<file path="config.mk">
export PLATFORM = sky130hd
export DESIGN_NAME = i2s_tx
export DESIGN_NICKNAME = d
export VERILOG_FILES = /design/src/rtl/audio_pkg.sv /design/src/rtl/sample_fifo.sv /design/src/rtl/i2s_tx.sv
export SDC_FILE = /design/constraint.sdc
export NUM_CORES = 1
export LEC_CHECK = 0
export ABC_AREA = 0
export CORE_MARGIN = 1
export CORE_UTILIZATION = 50
export DETAILED_ROUTE_END_ITERATION = 10
export HOLD_SLACK_MARGIN = 0.06
export PLACE_DENSITY = 0.68
export SETUP_SLACK_MARGIN = 0.4
export SYNTH_ARGS = -nofsm -noshare
export SYNTH_HDL_FRONTEND = slang
export SYNTH_SLANG_ARGS = --single-unit
</file>
<file path="constraint.sdc">
create_clock -name clk -period 1.5 [get_ports clk]
set_input_delay 0.3 -clock clk [delete_from_list [all_inputs] [get_ports clk]]
set_output_delay 0.3 -clock clk [all_outputs]
set_load 0.02 [all_outputs]
</file>
<file path="src/rtl/audio_pkg.sv">
// Shared audio types for the I2S transmit path: mono sample type, frame
// geometry and the word-select decode used by the serializer.
package audio_pkg;

   localparam int SAMPLE_W   = 16;
   localparam int FRAME_BITS = 32;

   typedef logic signed [SAMPLE_W-1:0]     sample_t;
   typedef logic [$clog2(FRAME_BITS)-1:0]  bit_cnt_t;

   typedef enum logic {
      SER_IDLE,
      SER_RUN
   } ser_state_e;

   // Word select leads the MSB of each channel by one bclk.
   function automatic logic lrclk_for(input bit_cnt_t cnt);
      return (cnt >= bit_cnt_t'(SAMPLE_W - 1)) && (cnt <= bit_cnt_t'(FRAME_BITS - 2));
   endfunction

endpackage

</file>
<file path="src/rtl/sample_fifo.sv">
// Synchronous sample FIFO, combinational read data at the head; zero-latency status.
// Pushes while full and pops while empty are ignored, so nothing is overwritten.
module sample_fifo
   import audio_pkg::*;
#(
   parameter int DEPTH = 4
) (
   input  logic    clk,
   input  logic    rst_n,
   input  logic    push,
   input  logic    pop,
   input  sample_t din,
   output sample_t dout,
   output logic    full,
   output logic    empty
);

   localparam int AW = $clog2(DEPTH);

   logic [AW:0] wr_q, wr_d;
   logic [AW:0] rd_q, rd_d;
   sample_t     mem_q [DEPTH];
   logic        do_push;
   logic        do_pop;

   // Extra pointer bit tells full from empty when the index bits match.
   assign full    = (wr_q[AW] != rd_q[AW]) && (wr_q[AW-1:0] == rd_q[AW-1:0]);
   assign empty   = (wr_q == rd_q);
   assign do_push = push && !full;
   assign do_pop  = pop && !empty;
   assign dout    = mem_q[rd_q[AW-1:0]];

   always_comb begin
      wr_d = wr_q;
      rd_d = rd_q;
      if (do_push) wr_d = wr_q + 1'b1;
      if (do_pop)  rd_d = rd_q + 1'b1;
   end

   always_ff @(posedge clk or negedge rst_n) begin
      if (!rst_n) begin
         wr_q <= '0;
         rd_q <= '0;
      end else begin
         wr_q <= wr_d;
         rd_q <= rd_d;
      end
   end

   always_ff @(posedge clk) begin
      if (do_push) mem_q[wr_q[AW-1:0]] <= din;
   end

endmodule

</file>
<file path="src/rtl/i2s_tx.sv">
// I2S transmitter: FIFO-buffered mono samples sent as identical left/right words.
// Serial outputs change only when bclk falls; sample_ready drops while the FIFO is full.
module i2s_tx
   import audio_pkg::*;
#(
   parameter int CLK_DIV    = 4,
   parameter int FIFO_DEPTH = 4
) (
   input  logic                clk,
   input  logic                rst,
   input  logic                enable,
   input  logic [SAMPLE_W-1:0] sample_in,
   input  logic                sample_valid,
   output logic                sample_ready,
   output logic                bclk,
   output logic                lrclk,
   output logic                sdata,
   output logic                underflow
);

   localparam int DIV_W = 8;

   logic       rst_meta_q, rst_sync_q;
   logic       fifo_full, fifo_empty, fifo_pop;
   sample_t    fifo_dout;

   ser_state_e state_q, state_d;
   logic [DIV_W-1:0] div_q, div_d;
   bit_cnt_t   cnt_q, cnt_d, nxt_cnt;
   sample_t    frame_q, frame_d;
   logic       bclk_q, bclk_d;
   logic       lr_q, lr_d;
   logic       sd_q, sd_d;
   logic       und_q, und_d;
   logic       tc;

   // Reset asserts immediately, releases two clk edges later.
   always_ff @(posedge clk or negedge rst) begin
      if (!rst) begin
         rst_meta_q <= 1'b0;
         rst_sync_q <= 1'b0;
      end else begin
         rst_meta_q <= 1'b1;
         rst_sync_q <= rst_meta_q;
      end
   end

   sample_fifo #(.DEPTH(FIFO_DEPTH)) u_fifo (
      .clk   (clk),
      .rst_n (rst_sync_q),
      .push  (sample_valid),
      .pop   (fifo_pop),
      .din   (sample_t'(sample_in)),
      .dout  (fifo_dout),
      .full  (fifo_full),
      .empty (fifo_empty)
   );

   assign sample_ready = !fifo_full;
   assign tc           = (div_q == DIV_W'(CLK_DIV - 1));

   always_comb begin
      state_d  = state_q;
      div_d    = div_q;
      bclk_d   = bclk_q;
      cnt_d    = cnt_q;
      lr_d     = lr_q;
      sd_d     = sd_q;
      frame_d  = frame_q;
      und_d    = 1'b0;
      fifo_pop = 1'b0;
      nxt_cnt  = cnt_q + 1'b1;
      if (!enable) begin
         state_d = SER_IDLE;
         div_d   = '0;
         bclk_d  = 1'b0;
         cnt_d   = '0;
         lr_d    = 1'b0;
         sd_d    = 1'b0;
      end else begin
         if (tc) begin
            div_d  = '0;
            bclk_d = !bclk_q;
         end else begin
            div_d  = div_q + 1'b1;
         end
         // Fall event; the first one after enable starts a fresh frame.
         if (tc && bclk_q) begin
            if (state_q == SER_IDLE) nxt_cnt = '0;
            state_d = SER_RUN;
            if (nxt_cnt == '0) begin
               if (fifo_empty) begin
                  und_d = 1'b1;
               end else begin
                  fifo_pop = 1'b1;
                  frame_d  = fifo_dout;
               end
            end
            cnt_d = nxt_cnt;
            lr_d  = lrclk_for(nxt_cnt);
            sd_d  = frame_d[4'd15 - nxt_cnt[3:0]];
         end
      end
   end

   always_ff @(posedge clk or negedge rst_sync_q) begin
      if (!rst_sync_q) begin
         state_q <= SER_IDLE;
         div_q   <= '0;
         bclk_q  <= 1'b0;
         cnt_q   <= '0;
         lr_q    <= 1'b0;
         sd_q    <= 1'b0;
         frame_q <= '0;
         und_q   <= 1'b0;
      end else begin
         state_q <= state_d;
         div_q   <= div_d;
         bclk_q  <= bclk_d;
         cnt_q   <= cnt_d;
         lr_q    <= lr_d;
         sd_q    <= sd_d;
         frame_q <= frame_d;
         und_q   <= und_d;
      end
   end

   assign bclk      = bclk_q;
   assign lrclk     = lr_q;
   assign sdata     = sd_q;
   assign underflow = und_q;

endmodule
</file>
==> results.txt <==
* Result of the run: finished with violations
* Violated checks: DRC, setup timing
* Routed Wire Length: around 10000 um
* Pin count of the biggest net entering global routing: 20
- Setup repair after global routing missed its margin: true
- Final non-filler cell total: about 520
- Data arrival at the endpoint of the critical path: 2.45 ns
- The largest single stage delay on the critical path is about 0.44 ns.
- Share of the synthesized area in the top cell type: 41.8%
* # DRC: 4
* Library cells used by synthesis: 51
- After clock tree synthesis, the clock-pin slew on the worst setup and hold paths is around 0.10 ns.
* # nets final: about 430
- For this run, asynchronously set or reset flops after synthesis account for around two fifths.
- Syn Nets: roughly 330
- Fin. max-slew vios: 0
* Achievable frequency: approximately 460 MHz
- Placed insts: 470
- Ratio of total power to cell area: approximately 1200 nW/um2
- Time the final worst path needs with I/O delays and setup: 2.19 ns
- Clock Sink Count: 106
- The worst-case IR drop observed on VDD is 737 uV.
- Pin placement for this block handled 25 I/O pins.
- Antenna diode count: 0
* Die footprint: roughly 9600 um2
* H-Tree Level Count: 3
* Total power of the final layout: between 7000 and 8000 uW
- Top flip-flop cell by instance count after synthesis: sky130_fd_sc_hd__edfxtp_1
* Type of destination of the critical path: register
* Cell types with the largest area share after synthesis: sky130_fd_sc_hd__edfxtp_1 (42%), sky130_fd_sc_hd__dfrtp_1 (23%), sky130_fd_sc_hd__mux4_2 (6.4%)
- The first routing iteration left a little over 70 violations.
* Input/output buffers: 24
* Post-synthesis cell count: between 300 and 400
- The congestion estimate from routability-driven global placement came to 0.827.
- Setup violations remaining at the end of the flow were counted as ~110.
* Largest driver fanout on the critical path: 4
- Fraction of final layout cells sized beyond drive strength 1: 47.7%
* Wire per inst: between 15 and 20 um
* Path class of the lowest-slack min-delay path: input pin to asynchronous set/reset pin
* Wire length of the first global-routing pass: 15,500 um
- Synthesized area: around 4600 um2
- Post-route antenna net violation count: 0
- Once routing completed, OpenROAD measured the worst setup slack at -0.687 ns.
* Number of placement rows: 34
* CTS Root Cell: sky130_fd_sc_hd__clkbuf_8
* Cell Chain, Critical Path: xor2_2, or3_4, mux2_4, a2111o_1, o2111a_1, o32a_2
- CTS buffer count: 9
- Share of synthesized area occupied by flip-flops and latches: about 65%
* Number of enable flip-flop cells after synthesis: 64
- Initial antenna violation count: 0
* Tcrit/Tclk final: 146%
- Final global-route overflow total: 0
* Max-cap check violation count: 0
- For the worst setup path, the data required time is between 1.5 and 2 ns.
- TritonCTS built the clock tree.
- The clock arrives with 0.0112 ns of skew.
* Largest area contributor in the netlist: sky130_fd_sc_hd__edfxtp_1
* Yosys warnings: 0
- The wire-length estimate of the detail-placed layout is ~5700 um.
* Via-to-Cell Ratio: 5.55
* Die W: 97.9 um
- Kind of critical path: register to register
* Max Root-Sink Buffers: 2
- Compared with the post-synthesis result, the final layout area differs by 36.0%.
- GR Util All Layers: a little over a fifth
- Clock latency on the worst-skew pair, taken at its later pin, is roughly 0.37 ns.
- Count of TritonRoute iterations in the first routing pass: 7
* Via count of the first global-routing pass: 2,905
* Vertical die dimension: between 90 and 100 um
* Final count of hold timing violations: 0
- Slowest cell on the critical path: sky130_fd_sc_hd__dfrtp_1
* Static leakage power: 0.00249 uW
- Core Util, Final: a little under three quarters
- The synthesized design contains between 100 and 150 register bits.
* Post-synthesis average cell area: approximately 15 um2
- The core region is a little under 9000 um2.
- Via count: between 2,000 and 3,000
- Once the floorplan was initialized, standard cells occupied between 50% and 60% of the core.
- STA classifies the critical path startpoint as a register.
## metrics by stage
stage	setup TNS, ns	hold WS (ns)	setup slack [ns]	cell area (um2)
after floorplan	-15.34	0.00441	-0.780	4770
after detailed placement	-20.22	0.211	-0.756	5410
after CTS	-19.60	0.0723	-0.644	6090
after global routing	-39.58	0.0682	-0.755	6250
after global placement	-19.27	0.215	-0.702	5410
final	-33.32	0.0824	-0.687	6250
## kinds of logic (layout without fill, tap and decap cells)
family,Yosys count,in the layout,synth area share [%]
XOR/XNOR,16,16,3.21
other,1,1,0.0815
flip-flops,106,106,64.6
multiplexers,39,39,13.8
AO/OA/AOI/OAI,33,33,5.33
buffers and inverters,21,126,2.39
AND/OR/NAND/NOR,79,81,8.68
adder cells (fa/ha/maj),7,7,1.90
## state kept, by name (all words and copies together), names as in the netlist
name	count
bclk	1
cnt_q	5
div_q	8
frame_q	16
lrclk	1
rst_meta_q	1
rst_sync_q	1
sdata	1
state_q	1
u_fifo.mem_q	64
u_fifo.rd_q	3
u_fifo.wr_q	3
underflow	1
## power breakdown
group	internal [uW]	total (uW)	switching (uW)
sequential	3580	3730	151
clock	618	1620	1000
combinational	1260	2310	1040
## cell usage after synthesis (2+ instances only)
cell type                   n
sky130_fd_sc_hd__dfrtp_1   42
sky130_fd_sc_hd__buf_6      3
sky130_fd_sc_hd__nand2_1   23
sky130_fd_sc_hd__and2_1     4
sky130_fd_sc_hd__a21oi_1    6
sky130_fd_sc_hd__mux2i_1    4
sky130_fd_sc_hd__o21ai_0    9
sky130_fd_sc_hd__buf_4      2
sky130_fd_sc_hd__a2111o_1   2
sky130_fd_sc_hd__or3_1      2
sky130_fd_sc_hd__mux2_2    16
sky130_fd_sc_hd__xor2_1    10
sky130_fd_sc_hd__mux2_4     2
sky130_fd_sc_hd__nor3_1     4
sky130_fd_sc_hd__a41oi_1    2
sky130_fd_sc_hd__nand3_1    7
sky130_fd_sc_hd__mux4_1     3
sky130_fd_sc_hd__xnor2_1    5
sky130_fd_sc_hd__and3_1     8
sky130_fd_sc_hd__nor2_1    14
sky130_fd_sc_hd__edfxtp_1  64
sky130_fd_sc_hd__a31oi_1    3
sky130_fd_sc_hd__a211oi_1   2
sky130_fd_sc_hd__clkbuf_1   5
sky130_fd_sc_hd__nor2b_1    5
sky130_fd_sc_hd__ha_1       7
sky130_fd_sc_hd__nand2b_1   4
sky130_fd_sc_hd__mux4_2    13
sky130_fd_sc_hd__inv_1      9
## area by class of cell
cell class | count | area, um2
clock buffer | 9 | 124
clock inverter | 6 | 51.3
fill | 560 | 2550
inverter | 9 | 36.3
multi-input combinational | 177 | 1890
sequential | 106 | 2980
tap | 108 | 135
timing repair buffer | 102 | 1040
## layer usage
metal  wire length (um)  track usage (%)  vias up  share of wire [%]
met3                344             5.73       12                3.5
li1                   -                -     1338                  -
met4                196             6.64        0                2.0
met2               5120             36.8       45                 52
met5                  0                0        -                  0
met1               4200             27.1     1474                 43
## final timing paths
path	endpoint	depth (start not counted)	slack, ns	startpoint
hold reg to reg	lrclk	0	0.20	rst_sync_q
setup reg to reg	sdata	6	-0.69	u_fifo.rd_q[1]
hold / removal	rst_meta_q	1	0.08	rst
max in group asynchronous	sdata	1	0.74	rst_sync_q
min in group clk	rst_sync_q	0	0.36	rst_meta_q
setup / recovery	sdata	6	-0.69	u_fifo.rd_q[1]
## worst max-delay path, delay by kind of cell, from the launching register on
family / cells / cell delay [ns]
AO/OA/AOI/OAI: 3 / 0.70
flip-flops: 1 / 0.44
AND/OR/NAND/NOR: 1 / 0.42
multiplexers: 1 / 0.33
XOR/XNOR: 1 / 0.19
## placed cells by master (no fill, tap or decap), types with 3 or more instances in the layout
cell and instances:
sky130_fd_sc_hd__edfxtp_1 64, sky130_fd_sc_hd__mux2_2 5, sky130_fd_sc_hd__nor3_1 3, sky130_fd_sc_hd__nor2_4 5, sky130_fd_sc_hd__nand3_1 5, sky130_fd_sc_hd__xor2_1 8
sky130_fd_sc_hd__buf_6 25, sky130_fd_sc_hd__dfrtp_2 5, sky130_fd_sc_hd__ha_1 3, sky130_fd_sc_hd__inv_1 8, sky130_fd_sc_hd__and2_1 3, sky130_fd_sc_hd__xor2_2 3
sky130_fd_sc_hd__and3_4 7, sky130_fd_sc_hd__a21oi_1 3, sky130_fd_sc_hd__mux2_4 14, sky130_fd_sc_hd__xnor2_1 3, sky130_fd_sc_hd__buf_4 49, sky130_fd_sc_hd__buf_12 5
sky130_fd_sc_hd__o21ai_0 3, sky130_fd_sc_hd__o21ai_1 4, sky130_fd_sc_hd__clkinv_4 3, sky130_fd_sc_hd__nand2_4 4, sky130_fd_sc_hd__nor2_1 7, sky130_fd_sc_hd__a21oi_2 3
sky130_fd_sc_hd__mux4_2 15, sky130_fd_sc_hd__a31oi_1 3, sky130_fd_sc_hd__nand2b_1 3, sky130_fd_sc_hd__nor2b_1 4, sky130_fd_sc_hd__buf_16 3, sky130_fd_sc_hd__dfrtp_1 37
sky130_fd_sc_hd__mux2i_1 3, sky130_fd_sc_hd__nand2_2 4, sky130_fd_sc_hd__ha_4 3, sky130_fd_sc_hd__nor2_2 3, sky130_fd_sc_hd__clkdlybuf4s50_1 19, sky130_fd_sc_hd__clkbuf_8 9
sky130_fd_sc_hd__nand2_1 14, sky130_fd_sc_hd__and3_1 3
## timing repair
action / 4_1_cts / 5_1_grt
endpoints found under the setup margin: 109 / 109
pin swaps: 20 / 10
cloned: 5 / 0
hold buffers: 0 / 0
buffers inserted: 17 / 10
gates resized for setup: 91 / 23
Power figures use the tool's default switching activity.
==> patch, RTL diff (config.mk and constraints unchanged) <==
Put one more register stage on the output `underflow`, cleared by the reset. The value now appears one clock later. The other outputs are not delayed to match.
--- a/src/rtl/i2s_tx.sv
+++ b/src/rtl/i2s_tx.sv
@@ -129,5 +129,11 @@
    assign lrclk     = lr_q;
    assign sdata     = sd_q;
-   assign underflow = und_q;
+   always_ff @(posedge clk or negedge rst) begin
+      if (!rst) begin
+         underflow <= '0;
+      end else begin
+         underflow <= und_q;
+      end
+   end
 
 endmodule
Check against the original RTL: same outputs for any inputs over 10 cycles, from zero or initial values and one cycle with rst low; that may be too few to reach the edited logic, so the function may still have changed.
==> patch against the original RTL <==
- the flow finishes with violations (setup timing)
- critical path depth up 1
- critical endpoint is now frame_q[0]
- power down 3.3%
- hold slack got worse by 0.0021 ns
- critical path type unchanged
- sequential cell count grew 1
- largest power group unchanged
- fmax is 5.2% higher
- area after synthesis down 0.79%
- final area shrank 3.7%
- synthesized cell count is 5.3% lower
- worst setup slack better by 0.11 ns
- wire length shrank 5.3%
==> patch: results (changes against the original RTL) <==
status = finished with violations (unchanged)
violated checks = setup timing (was DRC, setup timing)
Worst Skew = 0.0123 ns (was 0.0112 ns)
fraction of layout cells with a size suffix above 1 = 44.0% (was 47.7%)
leakage power = 2.40 nW (was 2.49 nW)
Max rail drop VDD = 1.13 mV (was 0.737 mV)
Placed Area = 5400 µm² (was 5410 µm²)
register area share after synthesis = 65.7% (was 64.6%)
family with the most delay on the worst path = simple AND/OR/NAND/NOR gates (was compound AO/OA/AOI/OAI gates)
post-synthesis async set-or-reset flop share = 40.2% (was 39.6%)
Critical Path AT = 2.35 ns (was 2.45 ns)
number of global-route vias before repair = 2,822 (was 2,905)
Non-Filler Instances = 497 (was 517)
CP max stage cell = or4b_4 (was dfrtp_1)
crit-path max cell delay = 0.51 ns (was 0.44 ns)
Syn Area/Cell = 16.0 µm² (was 15.2 µm²)
via count = 2,726 (was 2,869)
GRT Overall Usage = 20.2% (was 21.6%)
crit-path max FO = 18 (was 4)
Setup TNS = -27.86 ns (was -33.32 ns)
global-route wire length before repair = 14.5 mm (was 15.5 mm)
CTS Buffer Depth = 2 (unchanged)
net count after synthesis = 313 (was 329)
DR WL/cell = 18.8 µm (was 19.1 µm)
Commonest cells post-synth = edfxtp_1, dfrtp_1, nand2_1 (unchanged)
Detail Placement HPWL = 5.66 mm (was 5.72 mm)
Sw Pwr = 0.00207 W (was 0.00220 W)
Filler cells = 607 (was 560)
Synth area leaders = edfxtp_1, dfrtp_1, mux4_2 (unchanged)
Nets = 411 (was 432)
initial DRC count = 141 (was 71)
Final Setup Violations = 103 (was 105)
placed cell count = 461 (was 470)
Netlist cell types = 49 (was 51)
setup ws final = -0.579 ns (was -0.687 ns)
GPL Wtd Cong = 0.904 (was 0.827)
largest net degree at the start of global routing = 24 (was 20)
First-pass DRT Iterations = 4 (was 7)
max FFs per register = 64 (unchanged)
## patch: power by group through the flow
| stage | Clock (W) | Sequential (W) | Combinational [W] |
|---|---|---|---|
| 5_1_grt | 0.00209 | 0.00379 | 0.00186 |
| 6_report | 0.00192 | 0.00376 | 0.00174 |
| 3_3_place_gp | 0 | 0.00380 | 0.00135 |
| 2_1_floorplan | 0 | 0.00380 | 0.000803 |
| 3_5_place_dp | 0 | 0.00382 | 0.00138 |
| 4_1_cts | 0.00197 | 0.00376 | 0.00157 |
## patch: area by class of cell
class                           count  area, µm²  share of cell area, %
Tap cell                          108        135                   2.24
Timing Repair Buffer               94        911                   15.1
Multi-Input combinational cell    166       1720                   28.6
Clock inverter                      7        105                   1.75
Clock buffer                        9        124                   2.06
Inverter                            6       22.5                  0.374
Sequential cell                   107       3000                   49.8
## patch: what timing repair did
action | 4_1_cts | 5_1_grt
buffers inserted | 7 | 9
gates cloned | 2 | 2
resized for setup | 50 | 32
pin swaps | 8 | 13
setup endpoints to repair | 109 | 109
## patch: per-layer routing
layer / global-route usage, % / part of all wire [%] / vias up
li1: - / - / 1275
met1: 26.6 / 44 / 1382
met2: 33.2 / 50 / 55
met3: 5.25 / 4.3 / 14
met4: 6.00 / 1.8 / 0
met5: 0 / 0 / -
## patch: stage by stage
step	power (W)	hold slack [ns]	setup slack, ns	utilization (%)
finish	0.00741	0.0803	-0.579	68.7
global route	0.00775	0.0704	-0.662	68.7
CTS	0.00731	0.0745	-0.587	66.6
detailed placement	0.00520	0.224	-0.554	61.6
global placement	0.00515	0.223	-0.526	61.6
floorplan	0.00460	0.00441	-0.789	-
## patch: kinds of logic (layout without fill, tap and decap cells)
logic type,Yosys count,in the layout,synth area share (%)
AND/OR/NAND/NOR,72,74,9.16
adder cells (fa/ha/maj),7,7,1.92
flip-flops,107,107,65.7
multiplexers,37,37,13.5
other,1,1,0.0822
XOR/XNOR,17,17,3.43
AO/OA/AOI/OAI,30,30,4.66
buffers and inverters,15,116,1.54
## patch: final timing paths
kind,startpoint,end,slack [ns],cells past startpoint
worst max-delay path,div_q[1],frame_q[0],-0.58,7
worst min-delay path,rst,rst_sync_q,0.08,1
worst max register to register,div_q[1],frame_q[0],-0.58,7
worst min register to register,rst_sync_q,cnt_q[0],0.23,0
max in group asynchronous,rst_sync_q,u_fifo.rd_q[0],0.77,1
min in group clk,rst_meta_q,rst_sync_q,0.36,0
